File: src/rtl/dsp_round_pkg.sv
// Shared definitions for the rounding / sigma-delta requantiser family.
package dsp_round_pkg;

  localparam logic [1:0] MODE_TRUNC = 2'b00;
  localparam logic [1:0] MODE_ROUND = 2'b01;
  localparam logic [1:0] MODE_SD    = 2'b10;

  // Residual error of a floor/round by 2^shift spans shift bits plus sign.
  function automatic int err_width(input int shift);
    return shift + 1;
  endfunction

endpackage

File: src/rtl/round_quant.sv
// Combinational quantiser: truncate or round-half-up by 2^SHIFT, positive
// clip to the output range, and the residual error for noise shaping.
module round_quant
  import dsp_round_pkg::*;
#(
  parameter int WIDTH_IN  = 18,
  parameter int WIDTH_OUT = 16,
  parameter int ERR_WIDTH = err_width(WIDTH_IN - WIDTH_OUT)
) (
  input  logic [WIDTH_IN-1:0]  sum_i,
  input  logic                 sat_i,
  input  logic [1:0]           mode_i,
  output logic [WIDTH_OUT-1:0] q_o,
  output logic                 clip_o,
  output logic [ERR_WIDTH-1:0] err_o
);

  localparam int SHIFT = WIDTH_IN - WIDTH_OUT;
  localparam logic [WIDTH_IN:0]    HALF    = (WIDTH_IN + 1)'(2 ** (SHIFT - 1));
  localparam logic [WIDTH_OUT-1:0] OUT_MAX = {1'b0, {(WIDTH_OUT - 1){1'b1}}};

  logic [WIDTH_IN:0]  sum_ext;
  logic [WIDTH_IN:0]  biased;
  logic [WIDTH_IN:0]  resid;
  logic [WIDTH_OUT:0] q_full;
  logic               q_ovf;

  // Dropping the low SHIFT bits of a two's complement value is a floor divide;
  // one guard bit keeps the +half bias from wrapping before the clip test.
  always_comb begin
    sum_ext = {sum_i[WIDTH_IN-1], sum_i};
    biased  = (mode_i == MODE_TRUNC) ? sum_ext : sum_ext + HALF;
    q_full  = biased[WIDTH_IN:SHIFT];
    q_ovf   = (q_full[WIDTH_OUT:WIDTH_OUT-1] == 2'b01);
    clip_o  = q_ovf | sat_i;
    q_o     = q_ovf ? OUT_MAX : q_full[WIDTH_OUT-1:0];
    resid   = sum_ext - {q_o[WIDTH_OUT-1], q_o, {SHIFT{1'b0}}};
    // A clipped beat carries no meaningful residual; restart shaping from 0.
    err_o   = clip_o ? '0 : resid[ERR_WIDTH-1:0];
  end

endmodule

File: src/rtl/round_sd_multi.sv
// Multi-channel, time-interleaved requantiser with optional first-order
// sigma-delta error feedback. Two-stage pipeline with AXI-stream handshake.
module round_sd_multi
  import dsp_round_pkg::*;
#(
  parameter int WIDTH_IN  = 18,
  parameter int WIDTH_OUT = 16,
  parameter int NUM_CHAN  = 2,
  localparam int CHW      = (NUM_CHAN > 1) ? $clog2(NUM_CHAN) : 1
) (
  input  logic                 clk,
  input  logic                 reset_n,
  input  logic [1:0]           mode,
  input  logic                 clear,
  input  logic [WIDTH_IN-1:0]  i_tdata,
  input  logic                 i_tvalid,
  output logic                 i_tready,
  input  logic                 i_tlast,
  output logic [WIDTH_OUT-1:0] o_tdata,
  output logic                 o_tvalid,
  input  logic                 o_tready,
  output logic                 o_tlast,
  output logic [CHW-1:0]       o_chan,
  output logic [15:0]          clip_count
);

  localparam int SHIFT     = WIDTH_IN - WIDTH_OUT;
  localparam int ERR_WIDTH = err_width(SHIFT);
  localparam int NSLOT     = 1 << CHW;
  localparam logic [CHW-1:0]      LAST_CH = CHW'(NUM_CHAN - 1);
  localparam logic [WIDTH_IN-1:0] IN_MAX  = {1'b0, {(WIDTH_IN - 1){1'b1}}};
  localparam logic [WIDTH_IN-1:0] IN_MIN  = {1'b1, {(WIDTH_IN - 1){1'b0}}};

  logic                 en;
  logic                 accept;
  logic                 advance;
  logic                 sd_mode;
  logic                 mode_chg;
  logic                 fwd;
  logic [1:0]           mode_q;
  logic [CHW-1:0]       ch_q;
  logic [CHW-1:0]       ch_d;
  logic [ERR_WIDTH-1:0] err_q [NSLOT];
  logic [ERR_WIDTH-1:0] err_sel;
  logic [WIDTH_IN:0]    sum_w;
  logic [WIDTH_IN-1:0]  sum_d;
  logic                 sat_d;

  logic                 s1_valid_q;
  logic [WIDTH_IN-1:0]  s1_sum_q;
  logic                 s1_sat_q;
  logic                 s1_last_q;
  logic [CHW-1:0]       s1_ch_q;

  logic [WIDTH_OUT-1:0] q_data;
  logic                 q_clip;
  logic [ERR_WIDTH-1:0] q_err;

  assign en       = o_tready | ~o_tvalid;
  assign i_tready = en;
  assign accept   = i_tvalid & en;
  assign advance  = s1_valid_q & en;
  assign sd_mode  = (mode == MODE_SD);
  assign mode_chg = (mode != mode_q);

  // Error addend for the incoming beat; bypass the stored value when the
  // same channel's previous beat is leaving S1 in this very cycle.
  always_comb begin
    fwd     = advance && (s1_ch_q == ch_q);
    err_sel = '0;
    if (sd_mode && !clear && !mode_chg) begin
      err_sel = fwd ? q_err : err_q[ch_q];
    end
  end

  // Input plus error, saturated back to the input width.
  always_comb begin
    sum_w = {i_tdata[WIDTH_IN-1], i_tdata}
          + {{(WIDTH_IN + 1 - ERR_WIDTH){err_sel[ERR_WIDTH-1]}}, err_sel};
    sat_d = (sum_w[WIDTH_IN] != sum_w[WIDTH_IN-1]);
    if (!sat_d)             sum_d = sum_w[WIDTH_IN-1:0];
    else if (sum_w[WIDTH_IN]) sum_d = IN_MIN;
    else                    sum_d = IN_MAX;
  end

  // Next input channel: wrap at NUM_CHAN-1, resync to 0 after a tlast beat.
  always_comb begin
    ch_d = ch_q;
    if (accept) begin
      if (i_tlast || ch_q == LAST_CH) ch_d = '0;
      else                            ch_d = ch_q + 1'b1;
    end
  end

  // Channel counter and last-seen mode (for change detection).
  always_ff @(posedge clk) begin
    mode_q <= mode;
    if (!reset_n) ch_q <= '0;
    else          ch_q <= ch_d;
  end

  // Stage 1: register the error-compensated sum.
  always_ff @(posedge clk) begin
    if (!reset_n) begin
      s1_valid_q <= 1'b0;
      s1_sum_q   <= '0;
      s1_sat_q   <= 1'b0;
      s1_last_q  <= 1'b0;
      s1_ch_q    <= '0;
    end else if (en) begin
      s1_valid_q <= i_tvalid;
      if (i_tvalid) begin
        s1_sum_q  <= sum_d;
        s1_sat_q  <= sat_d;
        s1_last_q <= i_tlast;
        s1_ch_q   <= ch_q;
      end
    end
  end

  round_quant #(
    .WIDTH_IN  (WIDTH_IN),
    .WIDTH_OUT (WIDTH_OUT),
    .ERR_WIDTH (ERR_WIDTH)
  ) u_quant (
    .sum_i  (s1_sum_q),
    .sat_i  (s1_sat_q),
    .mode_i (mode),
    .q_o    (q_data),
    .clip_o (q_clip),
    .err_o  (q_err)
  );

  // Stage 2: register the quantised output; frozen while stalled.
  always_ff @(posedge clk) begin
    if (!reset_n) begin
      o_tvalid <= 1'b0;
      o_tdata  <= '0;
      o_tlast  <= 1'b0;
      o_chan   <= '0;
    end else if (en) begin
      o_tvalid <= s1_valid_q;
      if (s1_valid_q) begin
        o_tdata <= q_data;
        o_tlast <= s1_last_q;
        o_chan  <= s1_ch_q;
      end
    end
  end

  // Per-channel error state; clear and mode changes take priority over writes.
  always_ff @(posedge clk) begin
    for (int c = 0; c < NSLOT; c++) begin
      if (!reset_n || clear || mode_chg) begin
        err_q[c] <= '0;
      end else if (advance && sd_mode && s1_ch_q == CHW'(c)) begin
        err_q[c] <= q_err;
      end
    end
  end

  // Saturating count of clipped beats.
  always_ff @(posedge clk) begin
    if (!reset_n || clear) begin
      clip_count <= '0;
    end else if (advance && q_clip && clip_count != 16'hFFFF) begin
      clip_count <= clip_count + 16'd1;
    end
  end

endmodule

File: config.mk
export PLATFORM = sky130hd
export DESIGN_NAME = round_sd_multi
export DESIGN_NICKNAME = d
export VERILOG_FILES = /design/src/rtl/dsp_round_pkg.sv /design/src/rtl/round_quant.sv /design/src/rtl/round_sd_multi.sv
export SDC_FILE = /design/constraint.sdc
export NUM_CORES = 1
export LEC_CHECK = 0
export CORE_UTILIZATION = 56
export CTS_BUF_LIST = sky130_fd_sc_hd__clkbuf_8
export DETAILED_ROUTE_END_ITERATION = 8
export GPL_TIMING_DRIVEN = 1
export PLACE_DENSITY = 0.84
export SYNTH_ARGS = -nofsm -noshare
export SYNTH_HDL_FRONTEND = slang
export SYNTH_HIERARCHICAL = 1
export SYNTH_SLANG_ARGS = --single-unit
export TNS_END_PERCENT = 10
File: constraint.sdc
create_clock -name clk -period 5.4 [get_ports clk]
set_input_delay 1.35 -clock clk [delete_from_list [all_inputs] [get_ports clk]]
set_output_delay 1.35 -clock clk [all_outputs]
set_load 0.005 [all_outputs]
==> flow_summary.rst <==
.. list-table::
   :header-rows: 1

   * - Metric
     - Value
   * - Grt total ovfl
     - 0
   * - CTS clk-pin slew, worst paths
     - 0.07 ns
   * - Finished Cell Area
     - 0.00500 mm2
   * - Clock insertion delay at the later pin of the skew report
     - 0.35 ns
   * - Total wirelength of the detailed-routed design
     - 9.55 mm
   * - Average wire per cell in the routed design
     - 14.9 um
   * - Final-layout fill cell count
     - 564
   * - Setup TNS
     - 0 ns
   * - Number of enable-type register cells in the synthesized netlist
     - 6
   * - Vias after detailed routing
     - 3785
   * - Final design utilization
     - 72.4%
   * - Final Skew
     - 0.0100 ns
   * - Power per unit of standard cell area
     - 244 mW/mm2
   * - Post-CTS Setup Bufs
     - 0
   * - Number of violations of the max-capacitance limit
     - 0
   * - Lkg Pwr
     - 1.76 nW
   * - Global-route wire length before repair
     - 15.7 mm
   * - Post-synthesis sequential area ratio
     - 34.5%
   * - Most used flip-flop cell after synthesis
     - sky130_fd_sc_hd__dfxtp_1
   * - Cell types with the largest area share after synthesis
     - sky130_fd_sc_hd__dfxtp_1 30%, sky130_fd_sc_hd__nand2_1 6.5%, sky130_fd_sc_hd__xor2_1 5.2%
   * - Minimum hold slack
     - 0.454 ns
   * - Number of pins exceeding their max-slew limit in the final report
     - 0
   * - Highest Clock Rate
     - 0.206 GHz
   * - Clock tree from TritonCTS
     - done
   * - Via density
     - 5.90
   * - Worst Hold Class
     - reg -> reg
   * - Fraction of synthesized cell area taken by the top area cell type
     - 30.1%
   * - Part of the cycle the worst path needs
     - 90.0%
   * - Startpoint type of the worst setup path
     - input port
   * - Gate count after technology mapping
     - 482
   * - Std-Cell Core Area
     - 0.00691 mm2
   * - Cell Area, Synth
     - 0.00406 mm2
   * - Number of antenna violations at the first check in global routing
     - 0
   * - Quantity of hold-fixing buffers added after cts
     - 0
   * - Starting density of the core
     - 58.8%
   * - Floorplan row count
     - 30
   * - Classification of the worst setup path
     - in -> reg
   * - Area of the multi-input gates
     - 0.00251 mm2
   * - TritonCTS Buffers
     - 9
   * - CP Max Fanout
     - 17
   * - Measured slew at the worst slew-check pin
     - 1.08 ns
   * - Footprint of the flip-flops and latches
     - 0.00140 mm2
   * - Post-cts sizing count
     - 0
   * - Headroom to the max-slew limit
     - 27.8%
   * - Die outline height
     - 87.2 um
   * - Largest net degree at the start of global routing
     - 40
   * - Max incr delay on CP
     - 0.51 ns
   * - Arrival time reported for the critical path endpoint
     - 5.06 ns
   * - Number of non-filler instances in the completed layout
     - 641
   * - Number of failing hold endpoints at the final stage
     - 0
   * - Number of port buffers
     - 61
   * - Cell Area, Placed
     - 0.00476 mm2
   * - Cell taking the most area after synthesis
     - sky130_fd_sc_hd__dfxtp_1
   * - CTS Root Cell
     - sky130_fd_sc_hd__clkbuf_8
   * - Final Worst Setup Slack
     - 0.538 ns
   * - Required time reported for the critical path endpoint
     - 5.60 ns
   * - Share of cells above drive strength 1
     - 11.2%
   * - First DRT Iteration DRCs
     - 223
   * - First-pass iteration count of the detailed router
     - 5
   * - Post-synthesis register bit count
     - 67
   * - Total power after layout
     - 1.22 mW
   * - Overall fraction of global-route tracks in use
     - 26.3%
   * - Number of nets produced by synthesis
     - 514
   * - IR drop worst, VDD
     - 0.150 mV
   * - DRC violation count after routing
     - 0
   * - Chain of cells forming the critical path
     - clkdlybuf4s50_1, o211ai_2, a21oi_1, nand4_1, and3b_1, o21ai_0, nand2b_1, inv_1, ha_1, a21oi_1, nor3_1, nand3_1, mux2_4, xor2_4, maj3_1, a21oi_1
   * - Top-count cell post-synth
     - sky130_fd_sc_hd__nand2_1
   * - Worst Setup End Kind
     - flip-flop
   * - Setup violators final
     - 0
   * - Total die area
     - 0.00760 mm2
   * - Netlist cell types
     - 64
   * - Async set-reset flop share out of synthesis
     - 0%
   * - Synthesized area divided by synthesized cell count
     - 8.43 um2
   * - HPWL reported at the end of detailed placement
     - 6.87 mm
   * - Cell repeated most along the worst path
     - sky130_fd_sc_hd__a21oi_1
   * - Number of primary I/O pins
     - 62
   * - Number of global-route vias before repair
     - 3434
   * - Synth warn
     - 6
   * - Cell types with the highest counts after synthesis
     - 70 x sky130_fd_sc_hd__nand2_1, 61 x sky130_fd_sc_hd__dfxtp_1, 36 x sky130_fd_sc_hd__a21oi_1
   * - Die Wd
     - 87.2 um
   * - Count of nets left with antenna violations after detail routing
     - 0
   * - Final-stage net count
     - 572
   * - Maximum count of clock buffers along a single path
     - 2
   * - H-tree depth
     - 3
   * - Number of clock sinks
     - 67
   * - Standard cell with the maximum stage delay on the critical path
     - sky130_fd_sc_hd__clkdlybuf4s50_1
   * - Final min period
     - 4.86 ns
   * - Routability cong.
     - 0.958
   * - Unrepaired setup endpoints after global routing
     - no
   * - Post-Place Cells
     - 625
   * - Antenna diode count
     - 0
   * - Status
     - completed
   * - Area added between synthesis and finish
     - 23.2%
   * - Worst slack at placement
     - 0.272 ns
area by class of cell:
cell class	count	area share [%]
clock buffers	9	2.48
clock inverters	7	2.48
inverters	10	0.750
multi-input cells	381	50.2
flip-flops and latches	67	28.0
well taps	96	2.40
repair buffers	71	13.7
worst paths after layout:
| path | start | end | slack, ns | cells past startpoint |
|---|---|---|---|---|
| worst max-delay path | mode[1] | s1_sum_q[9] | 0.54 | 16 |
| worst min-delay path | o_tdata[5] | o_tdata[5] | 0.45 | 2 |
| worst max register to register | s1_sum_q[2] | s1_sum_q[9] | 1.26 | 16 |
| worst min register to register | o_tdata[5] | o_tdata[5] | 0.45 | 2 |
cell families (layout without fill, tap and decap cells):
logic type      after synthesis  in the layout  share of synthesized area (%)
compound gates               91             91                           14.0
xor+xnor                     47             47                           10.6
fa+ha+maj                    23             23                           6.53
buf+inv                      34             97                           3.67
flops                        67             67                           34.5
mux                          15             15                           3.82
simple gates                205            205                           26.9
worst max-delay path, delay by kind of cell:
kind	cells	cell delay [ns]
adder cells (fa/ha/maj)	2	0.54
AND/OR/NAND/NOR	5	1.20
AO/OA/AOI/OAI	5	0.63
buffers and inverters	2	0.56
XOR/XNOR	1	0.45
multiplexers	1	0.33
layer usage:
metal | vias up | part of all wire (%) | track usage [%] | wire (um)
met5 | - | 0 | 0 | 0
met4 | 0 | 1.9 | 8.64 | 180
met3 | 18 | 5.2 | 4.55 | 497
met2 | 141 | 52 | 47.9 | 4960
met1 | 1792 | 41 | 31.4 | 3910
li1 | 1834 | - | - | -
where the power goes:
part	switching [mW]	internal, mW	total (mW)
registers	0.0251	0.522	0.547
logic	0.0863	0.0748	0.161
clock network	0.203	0.310	0.512
total	0.314	0.906	1.22
sequential cells by signal, indices dropped and copies added, names as in the netlist, named ones only:
register / cells
s1_ch_q: 1
s1_valid_q: 1
s1_sum_q: 18
clip_count: 16
ch_q: 1
err_q: 6
o_tlast: 1
o_tdata: 16
o_chan: 1
s1_sat_q: 1
o_tvalid: 1
s1_last_q: 1
mode_q: 2
layout by cell type (no fill, tap or decap), types with 11 or more instances in the layout:
cell type                         count
sky130_fd_sc_hd__nand2_1             70
sky130_fd_sc_hd__dfxtp_1             61
sky130_fd_sc_hd__clkdlybuf4s50_1     61
sky130_fd_sc_hd__a21oi_1             36
sky130_fd_sc_hd__nor2_1              33
sky130_fd_sc_hd__xor2_1              24
sky130_fd_sc_hd__o21ai_0             23
sky130_fd_sc_hd__xnor2_1             22
sky130_fd_sc_hd__nand3_1             15
sky130_fd_sc_hd__mux2i_1             14
sky130_fd_sc_hd__nor3_1              12
sky130_fd_sc_hd__nand4_1             11
Power figures use the tool's default switching activity.
